`src/rtl/rf_pkg.sv`:
```
// rtl/rf_pkg.sv - shared register-file widths and the writeback request type
package rf_pkg;
    localparam int REG_ADDR_W = 5;
    localparam int XLEN       = 32;
    localparam int NUM_REGS   = 32;

    typedef struct packed {
        logic [REG_ADDR_W-1:0] addr;
        logic [XLEN-1:0]       data;
    } wb_req;
endpackage

```
`src/rtl/rf_wb_fifo.sv`:
```
// rtl/rf_wb_fifo.sv - in-order wb_req FIFO with wrap-around pointers and full/empty/count
module rf_wb_fifo
    import rf_pkg::*;
#(
    parameter int DEPTH = 2,
    localparam int PTR_W = $clog2(DEPTH),
    localparam int CNT_W = PTR_W + 1
) (
    input  logic             clk,
    input  logic             rst,
    input  logic             push,
    input  wb_req            push_data,
    input  logic             pop,
    output wb_req            pop_data,
    output logic             full,
    output logic             empty,
    output logic [CNT_W-1:0] count
);
    wb_req            mem [DEPTH];
    logic [PTR_W-1:0] wr_ptr;
    logic [PTR_W-1:0] rd_ptr;
    logic             do_push;
    logic             do_pop;

    assign full     = (count == CNT_W'(DEPTH));
    assign empty    = (count == '0);
    assign do_push  = push && !full;
    assign do_pop   = pop && !empty;
    assign pop_data = mem[rd_ptr];

    // Pointers wrap naturally because DEPTH is a power of two.
    always_ff @(posedge clk or posedge rst) begin
        if (rst) begin
            wr_ptr <= '0;
            rd_ptr <= '0;
            count  <= '0;
        end else begin
            if (do_push) wr_ptr <= wr_ptr + 1'b1;
            if (do_pop)  rd_ptr <= rd_ptr + 1'b1;
            case ({do_push, do_pop})
                2'b10:   count <= count + 1'b1;
                2'b01:   count <= count - 1'b1;
                default: count <= count;
            endcase
        end
    end

    always_ff @(posedge clk) begin
        if (do_push) mem[wr_ptr] <= push_data;
    end
endmodule

```
`src/rtl/rf_wb_arbiter.sv`:
```
// rtl/rf_wb_arbiter.sv - RF write-port arbiter (A priority, buffered B) with busy scoreboard; RF_WB_BYPASS_EN adds forwarding
module rf_wb_arbiter
    import rf_pkg::*;
#(
    parameter int FIFO_DEPTH   = 2,
    parameter int STARVE_LIMIT = 8
) (
    input  logic                  clk,
    input  logic                  rst,
    input  logic                  a_valid,
    input  logic [REG_ADDR_W-1:0] a_addr,
    input  logic [XLEN-1:0]       a_data,
    input  logic                  b_valid,
    output logic                  b_ready,
    input  logic [REG_ADDR_W-1:0] b_addr,
    input  logic [XLEN-1:0]       b_data,
    input  logic                  issue_valid,
    input  logic [REG_ADDR_W-1:0] issue_rd,
    input  logic [REG_ADDR_W-1:0] ra1,
    input  logic [REG_ADDR_W-1:0] ra2,
    output logic                  busy1,
    output logic                  busy2,
    output logic                  stall,
    output logic                  rf_we,
    output logic [REG_ADDR_W-1:0] rf_wa,
    output logic [XLEN-1:0]       rf_wd
`ifdef RF_WB_BYPASS_EN
    ,
    output logic                  fwd1_valid,
    output logic                  fwd2_valid,
    output logic [XLEN-1:0]       fwd_data
`endif
);
    localparam int CNT_W = $clog2(FIFO_DEPTH) + 1;
    localparam int SC_W  = $clog2(STARVE_LIMIT + 1);

    wb_req               head;
    wb_req               in_req;
    logic                full;
    logic                empty;
    logic [CNT_W-1:0]    count;
    logic                a_eff;
    logic                b_pop;
    logic                b_push;
    logic [NUM_REGS-1:0] busy;
    logic [NUM_REGS-1:0] busy_nxt;
    logic [SC_W-1:0]     starve_cnt;
    logic [SC_W-1:0]     starve_nxt;

    assign in_req  = '{addr: b_addr, data: b_data};
    assign b_ready = (count != CNT_W'(FIFO_DEPTH));
    // x0 destinations are accepted but never occupy a slot.
    assign b_push  = b_valid && !full && (b_addr != '0);
    assign a_eff   = a_valid && (a_addr != '0) && !rst;
    assign b_pop   = !empty && !a_eff;

    rf_wb_fifo #(.DEPTH(FIFO_DEPTH)) u_fifo (
        .clk       (clk),
        .rst       (rst),
        .push      (b_push),
        .push_data (in_req),
        .pop       (b_pop),
        .pop_data  (head),
        .full      (full),
        .empty     (empty),
        .count     (count)
    );

    always_comb begin
        rf_we = 1'b0;
        rf_wa = '0;
        rf_wd = '0;
        if (a_eff) begin
            rf_we = 1'b1;
            rf_wa = a_addr;
            rf_wd = a_data;
        end else if (!empty) begin
            rf_we = 1'b1;
            rf_wa = head.addr;
            rf_wd = head.data;
        end
    end

    // Issue is applied after the B clear so a same-cycle set wins.
    always_comb begin
        busy_nxt = busy;
        if (b_pop) busy_nxt[head.addr] = 1'b0;
        if (issue_valid && (issue_rd != '0)) busy_nxt[issue_rd] = 1'b1;
    end

    always_comb begin
        starve_nxt = starve_cnt;
        if (empty || b_pop)
            starve_nxt = '0;
        else if (starve_cnt != SC_W'(STARVE_LIMIT))
            starve_nxt = starve_cnt + 1'b1;
    end

    always_ff @(posedge clk or posedge rst) begin
        if (rst) begin
            busy       <= '0;
            starve_cnt <= '0;
            stall      <= 1'b0;
        end else begin
            busy       <= busy_nxt;
            starve_cnt <= starve_nxt;
            stall      <= (starve_nxt == SC_W'(STARVE_LIMIT));
        end
    end

`ifdef RF_WB_BYPASS_EN
    assign fwd1_valid = rf_we && (rf_wa == ra1) && (ra1 != '0);
    assign fwd2_valid = rf_we && (rf_wa == ra2) && (ra2 != '0);
    assign fwd_data   = rf_wd;
    assign busy1      = busy[ra1] && (ra1 != '0) && !fwd1_valid;
    assign busy2      = busy[ra2] && (ra2 != '0) && !fwd2_valid;
`else
    assign busy1      = busy[ra1] && (ra1 != '0);
    assign busy2      = busy[ra2] && (ra2 != '0);
`endif
endmodule

```
`config.mk`:
```
export PLATFORM = sky130hd
export DESIGN_NAME = rf_wb_arbiter
export DESIGN_NICKNAME = d
export VERILOG_FILES = /design/src/rtl/rf_pkg.sv /design/src/rtl/rf_wb_fifo.sv /design/src/rtl/rf_wb_arbiter.sv
export SDC_FILE = /design/constraint.sdc
export NUM_CORES = 1
export LEC_CHECK = 0
export CAP_MARGIN = 10
export CORE_ASPECT_RATIO = 2
export CORE_MARGIN = 2
export CORE_UTILIZATION = 56
export CTS_BUF_LIST = sky130_fd_sc_hd__clkbuf_8
export CTS_CLUSTER_DIAMETER = 60
export CTS_CLUSTER_SIZE = 28
export DETAILED_ROUTE_END_ITERATION = 16
export PLACE_DENSITY_LB_ADDON = 0.1
export SYNTH_ARGS = -nofsm -noshare
export SYNTH_HDL_FRONTEND = slang
export SYNTH_SLANG_ARGS = --single-unit
```
`constraint.sdc`:
```
create_clock -name clk -period 4.8 [get_ports clk]
set_input_delay 0.96 -clock clk [delete_from_list [all_inputs] [get_ports clk]]
set_output_delay 0.96 -clock clk [all_outputs]
set_load 0.01 [all_outputs]
```
Word level (Yosys, flattened, before mapping) --
Memories as Yosys holds them, arrays and structs flattened. Cells that the tools add are included.
Operators by class: $mul 0, reduce and logical (&&, ||, !) cells 24, divide/modulo/power cells 0, $lt $le $gt $ge 6, add/subtract/negate cells 5, mux-type cells 21, bitwise gates (word level) 3, shift operators 0, equality and inequality tests 6
Operators by type and width (count):
- 32-bit 2-to-1 mux | 4
- 32-bit AND | 1
- 32-bit NOT | 1
- 32-bit bitwise OR | 1
- 5-bit nonzero test | 5
- 5-bit by 6-bit < comparator with 1-bit output (second input constant) | 4
- 1-bit logical AND | 12
- 1-bit binary-select mux with 5-bit select | 2
- 1-bit demux with 5-bit select | 2
- 5-bit by 1-bit greater-or-equal comparator with 1-bit output (second input constant) | 2
- 5-bit 2-to-1 mux | 2
- 1-bit 2-to-1 mux | 8
- 4-bit 2-to-1 mux | 2
- 4-bit by 1-bit adder with 4-bit output (second input constant) | 1
- 2-bit equality test (second input constant) | 2
- 4-bit equality test (second input constant) | 1
- 1-bit zero test | 4
- 4-bit != test (second input constant) | 1
- 2-bit case mux with 2 select lines | 1
- 1-bit adder (second input constant) | 2
- 2-bit by 1-bit adder with 2-bit output (second input constant) | 1
- 2-bit by 1-bit equality test with 1-bit output (second input constant) | 1
- 2-bit zero test | 1
- 2-bit != test (second input constant) | 1
- other kinds (3) | 3
Storage, ports and cells: latch bits 0, memories 1, RAM bits 74, ROM bits 0, flip-flop bits (word level) 41, output and inout port bits 42
Memory list:
- u_fifo.mem | words 2, bits a word 37, read ports 1, clocked after Yosys merged registers in 0, wr ports 1, line rf_wb_fifo.sv:19 | wb_req mem [DEPTH];

Longest topological paths before layout --
An unclocked memory read counts as a cell.
word-level depth 10, gate-level depth with buffers 10, depth with buffers taken out 8

Modules after synthesis --
A second synthesis with hierarchy kept.
Second synthesis, totals: cells, all modules 520, area total of the unflattened synthesis 5975.7 um2
Modules (own cells, without submodules):
- rf_wb_arbiter | cells each 386, instances 1, area each 3022.9 um2
- rf_wb_fifo | cells each 134, instances 1, area each 2952.8 um2

Least setup slack after synthesis --
Ideal clock, no wire load.
path type in2out, start input a_addr[3], end output rf_wd[23], cell stages on the path 6, required time 3.840 ns, slack 1.430 ns, path buffers 2, data arrival time 2.410 ns, path through or4_4 > o21ai_0 > nand2_1 > clkbuf_1 > buf_2 > o21ai_0
On the way: longest elaborated chain between the ends 4
RTL lines:
- start, declared | line rf_wb_arbiter.sv:11 | input logic [REG_ADDR_W-1:0] a_addr,
- 5-bit nonzero test | line rf_wb_arbiter.sv:54 | assign a_eff = a_valid && (a_addr != '0) && !rst;
- 1-bit logical AND (2 in a row) | line rf_wb_arbiter.sv:54
- 32-bit 2-to-1 mux | line rf_wb_arbiter.sv:73 | if (a_eff) begin
- end, declared | line rf_wb_arbiter.sv:26 | output logic [XLEN-1:0] rf_wd
Every way passes these cells.

Final worst setup path --
start input a_addr[3], end output rf_wd[15]
The elaborated chain is that of the path after synthesis.

==> qor.csv <==
stage,metric,value,unit
drt,wl_per_cell,18.91,um
grt,grt_max_degree,41,
logic_synthesis,synth-seq-area-share,56.72,%
cts,cts_tree,done,
drt,routed_wl,14650,um
sta,worst_slew_pin_slew,1.075,ns
sta,worst_clock_skew,0.01099,ns
final_layout,areaGrowthSynthToFinish,33.07,%
placed_design,place_area,7178,um2
cts,cts-hold-fix-buffers,0,
grt,grt_usage,28.17,%
pwr,pwr_density_cell,483.2,nW/um2
grt,grt_pass1_vias,4776,
setup_path,crit_fanout,34,
floorplan,dieHeight,146.5,um
floorplan,die_w,75.23,um
floorplan,initial_utilization,56.72,%
drt,drtIter0Drc,257,
placed_design,placed_cells,743,
drt,drc,0,
final_layout,nNetsFinal,724,
logic_synthesis,synth_area,5683,um2
cts,clk-insertion-delay-late,0.42,ns
floorplan,ioPinCount,136,
logic_synthesis,async_flop_share,35.09,%
final_layout,fin_util,75.47,%
hold_path,min_path_type,reg2reg,
setup_path,cp_num_buf_inv,3,
sta,rsz0062_at_grt,no,
logic_synthesis,synth_cell_types,46,
final_layout,fin_area,7562,um2
sta,setup_viol,0,
cts,post_cts_resized,0,
cts,clkSlewWorstSetupHoldPaths,0.06,ns
cts,cts_buffer_depth,2,
placed_design,hpwl,10900,um
sta,period_needed,4.474,ns
pwr,vdd_drop_max,0.3772,mV
logic_synthesis,syn_inst,489,
floorplan,core,10020,um2
setup_path,timing.critical_path.slowest_stage_cell,clkdlybuf4s50_1,
cts,htree_num_levels,4,
final_layout,final.fill_count,716,
placed_design,portBuffers,135,
sta,fin_tns_setup,0,ns
drt,final_antenna_net_count,0,
cts,cts_setup_buffers,0,
cts,ctsRootBufferMaster,clkbuf_8,
grt,grt_antenna_before_repair,0,
setup_path,worstSetupPathType,in2out,
sta,max-slew-margin-rel,28.16,%
pwr,p_leak,0.002981,uW
final_layout,finalNonFillerCells,775,
status,status,finished clean,
setup_path,critical_path.max_stage_delay,0.58,ns
grt,grt_pass1_wl,22830,um
logic_synthesis,synth_edf_count,74,
sta,hold_viol,0,
final_layout,num_antenna_cells,0,
logic_synthesis,syn-num-nets,586,
setup_path,cp-end-kind,output port,
placed_design,routabilityCongestion,0.8976,
sta,finalCritPeriodShare,93.21,%
drt,vias_per_cell,5.760,
logic_synthesis,avgSynthCellArea,11.62,um2
grt,overflow,0,
logic_synthesis,ys_ff_latch,114,
cts,clock_sinks,114,
drt,firstDrtPassIters,5,
final_layout,layout-drive-gt1-share,9.531,%
sta,max_freq,223.5,MHz
setup_path,crit_arrival,3.51,ns
pwr,power,3654,uW
setup_path,cp_cell_sequence,"clkdlybuf4s50_1, or4_4, o21ai_0, nand2_1, buf_4, o21ai_0, clkdlybuf4s50_1",
setup_path,crit_required,3.84,ns
floorplan,rows,52,
run,drv_cap,0,
sta,slew_violations,0,
logic_synthesis,ys.flop_type,edfxtp_1,
setup_path,worstSetupStartpointType,input pin,
floorplan,die_area,11020,um2
setup_path,path_delay_family,buffers and inverters,
drt,vias,4464,
logic_synthesis,ys.warnings.count,0,
cts,cts_buffers,17,
==> Yosys cell counts (all sizes together), types with 3 or more instances <==
cell type | number | area [um2]
a21o | 4 | 30.03
a21oi | 6 | 30.03
a22oi | 4 | 30.03
and3b | 3 | 26.28
buf | 12 | 61.30
clkbuf | 13 | 48.80
dfrtp | 40 | 1001
edfxtp | 74 | 2222
ha | 3 | 37.54
inv | 27 | 101.4
mux2 | 6 | 67.56
mux2i | 47 | 474.2
mux4 | 6 | 135.1
nand2 | 75 | 281.5
nand2b | 7 | 43.79
nand3 | 5 | 25.02
nand4b | 6 | 52.55
nor2 | 13 | 48.80
nor2b | 9 | 56.30
nor3b | 3 | 22.52
nor4 | 4 | 70.07
o2111ai | 4 | 35.03
o211ai | 5 | 37.54
o21ai | 59 | 295.3
o221ai | 21 | 183.9
o31ai | 5 | 37.54
xnor2 | 5 | 43.79
==> state kept, by name, summed over array words and instances (netlist names) <==
name / count
busy: 31
stall: 1
starve_cnt: 4
u_fifo.count: 2
u_fifo.mem: 74
u_fifo.rd_ptr: 1
u_fifo.wr_ptr: 1
==> cells in the final DEF, fill, tap and decap left out, types with 3 or more instances in the layout <==
cell / instances
a21o_1: 4
a21oi_1: 6
a22oi_1: 4
and3b_1: 3
buf_4: 9
bufinv_16: 3
clkbuf_8: 17
clkdlybuf4s50_1: 135
clkinv_2: 6
dfrtp_1: 39
edfxtp_1: 74
ha_1: 3
inv_1: 29
mux2_2: 6
mux2i_1: 46
mux4_2: 6
nand2_1: 75
nand2b_1: 7
nand3_1: 5
nand4b_1: 6
nor2_1: 11
nor2b_1: 9
nor3b_1: 3
nor4_4: 3
o2111ai_1: 4
o211ai_1: 5
o21ai_0: 59
o221ai_1: 21
o31ai_1: 5
xnor2_1: 5
==> through the flow <==
stage	setup WS, ns	hold WS, ns
after global placement	0.5094	0.4672
final	0.3257	0.4932
after floorplan	1.430	0.4559
after CTS	0.3126	0.4943
after global routing	0.1667	0.5114
after detailed placement	0.3459	0.4809
==> report_power, final <==
group	switching [uW]	leakage (uW)	internal [uW]
registers	158	0.00110	1290
clock network	374	0.000202	499
logic	688	0.00168	643
total	1220	0.00298	2430
==> path summary, 6_finish.rpt <==
| check | startpoint | endpoint | slack [ns] | cells after the start |
|---|---|---|---|---|
| setup / recovery | a_addr[3] | rf_wd[15] | 0.33 | 7 |
| max in group asynchronous | rst | u_fifo.rd_ptr | 3.36 | 3 |
| hold / removal | busy[21] | busy[21] | 0.49 | 2 |
| hold reg to reg | busy[21] | busy[21] | 0.49 | 2 |
| setup reg to reg | u_fifo.rd_ptr | busy[4] | 2.16 | 4 |
| min in group asynchronous | rst | busy[28] | 1.07 | 3 |
==> tightest hold or removal path: stages, from the launching register on <==
cell	delay, ns
dfrtp_1	0.34
nand2_1	0.05
o221ai_1	0.06
==> final cells by class <==
class	instances	area, um2	share of cell area (%)
Clock inverter	15	150.1	1.985
Sequential cell	114	3224	42.64
Tap cell	135	168.9	2.234
Clock buffer	17	234.0	3.094
Inverter	27	101.3	1.340
Timing Repair Buffer	144	1419	18.76
Multi-Input combinational cell	323	2265	29.95
==> metal layers <==
metal,vias up,share of wire (%),track usage (%)
met5,-,0,0
met3,37,5.2,8.558
met1,2173,34,27.39
met4,0,3.4,13.33
met2,143,57,51.23
li1,2111,-,-
==> cell families (layout without fill, tap and decap cells) <==
kind of cell	after synthesis	in the layout	synth area share, %
compound gates	117	117	13.23
xor+xnor	7	7	1.079
fa+ha+maj	3	3	0.6606
buf+inv	52	203	3.721
flops	114	114	56.72
mux	59	59	11.91
simple gates	137	137	12.68
No activity file was read; power rests on OpenSTA's default activity.
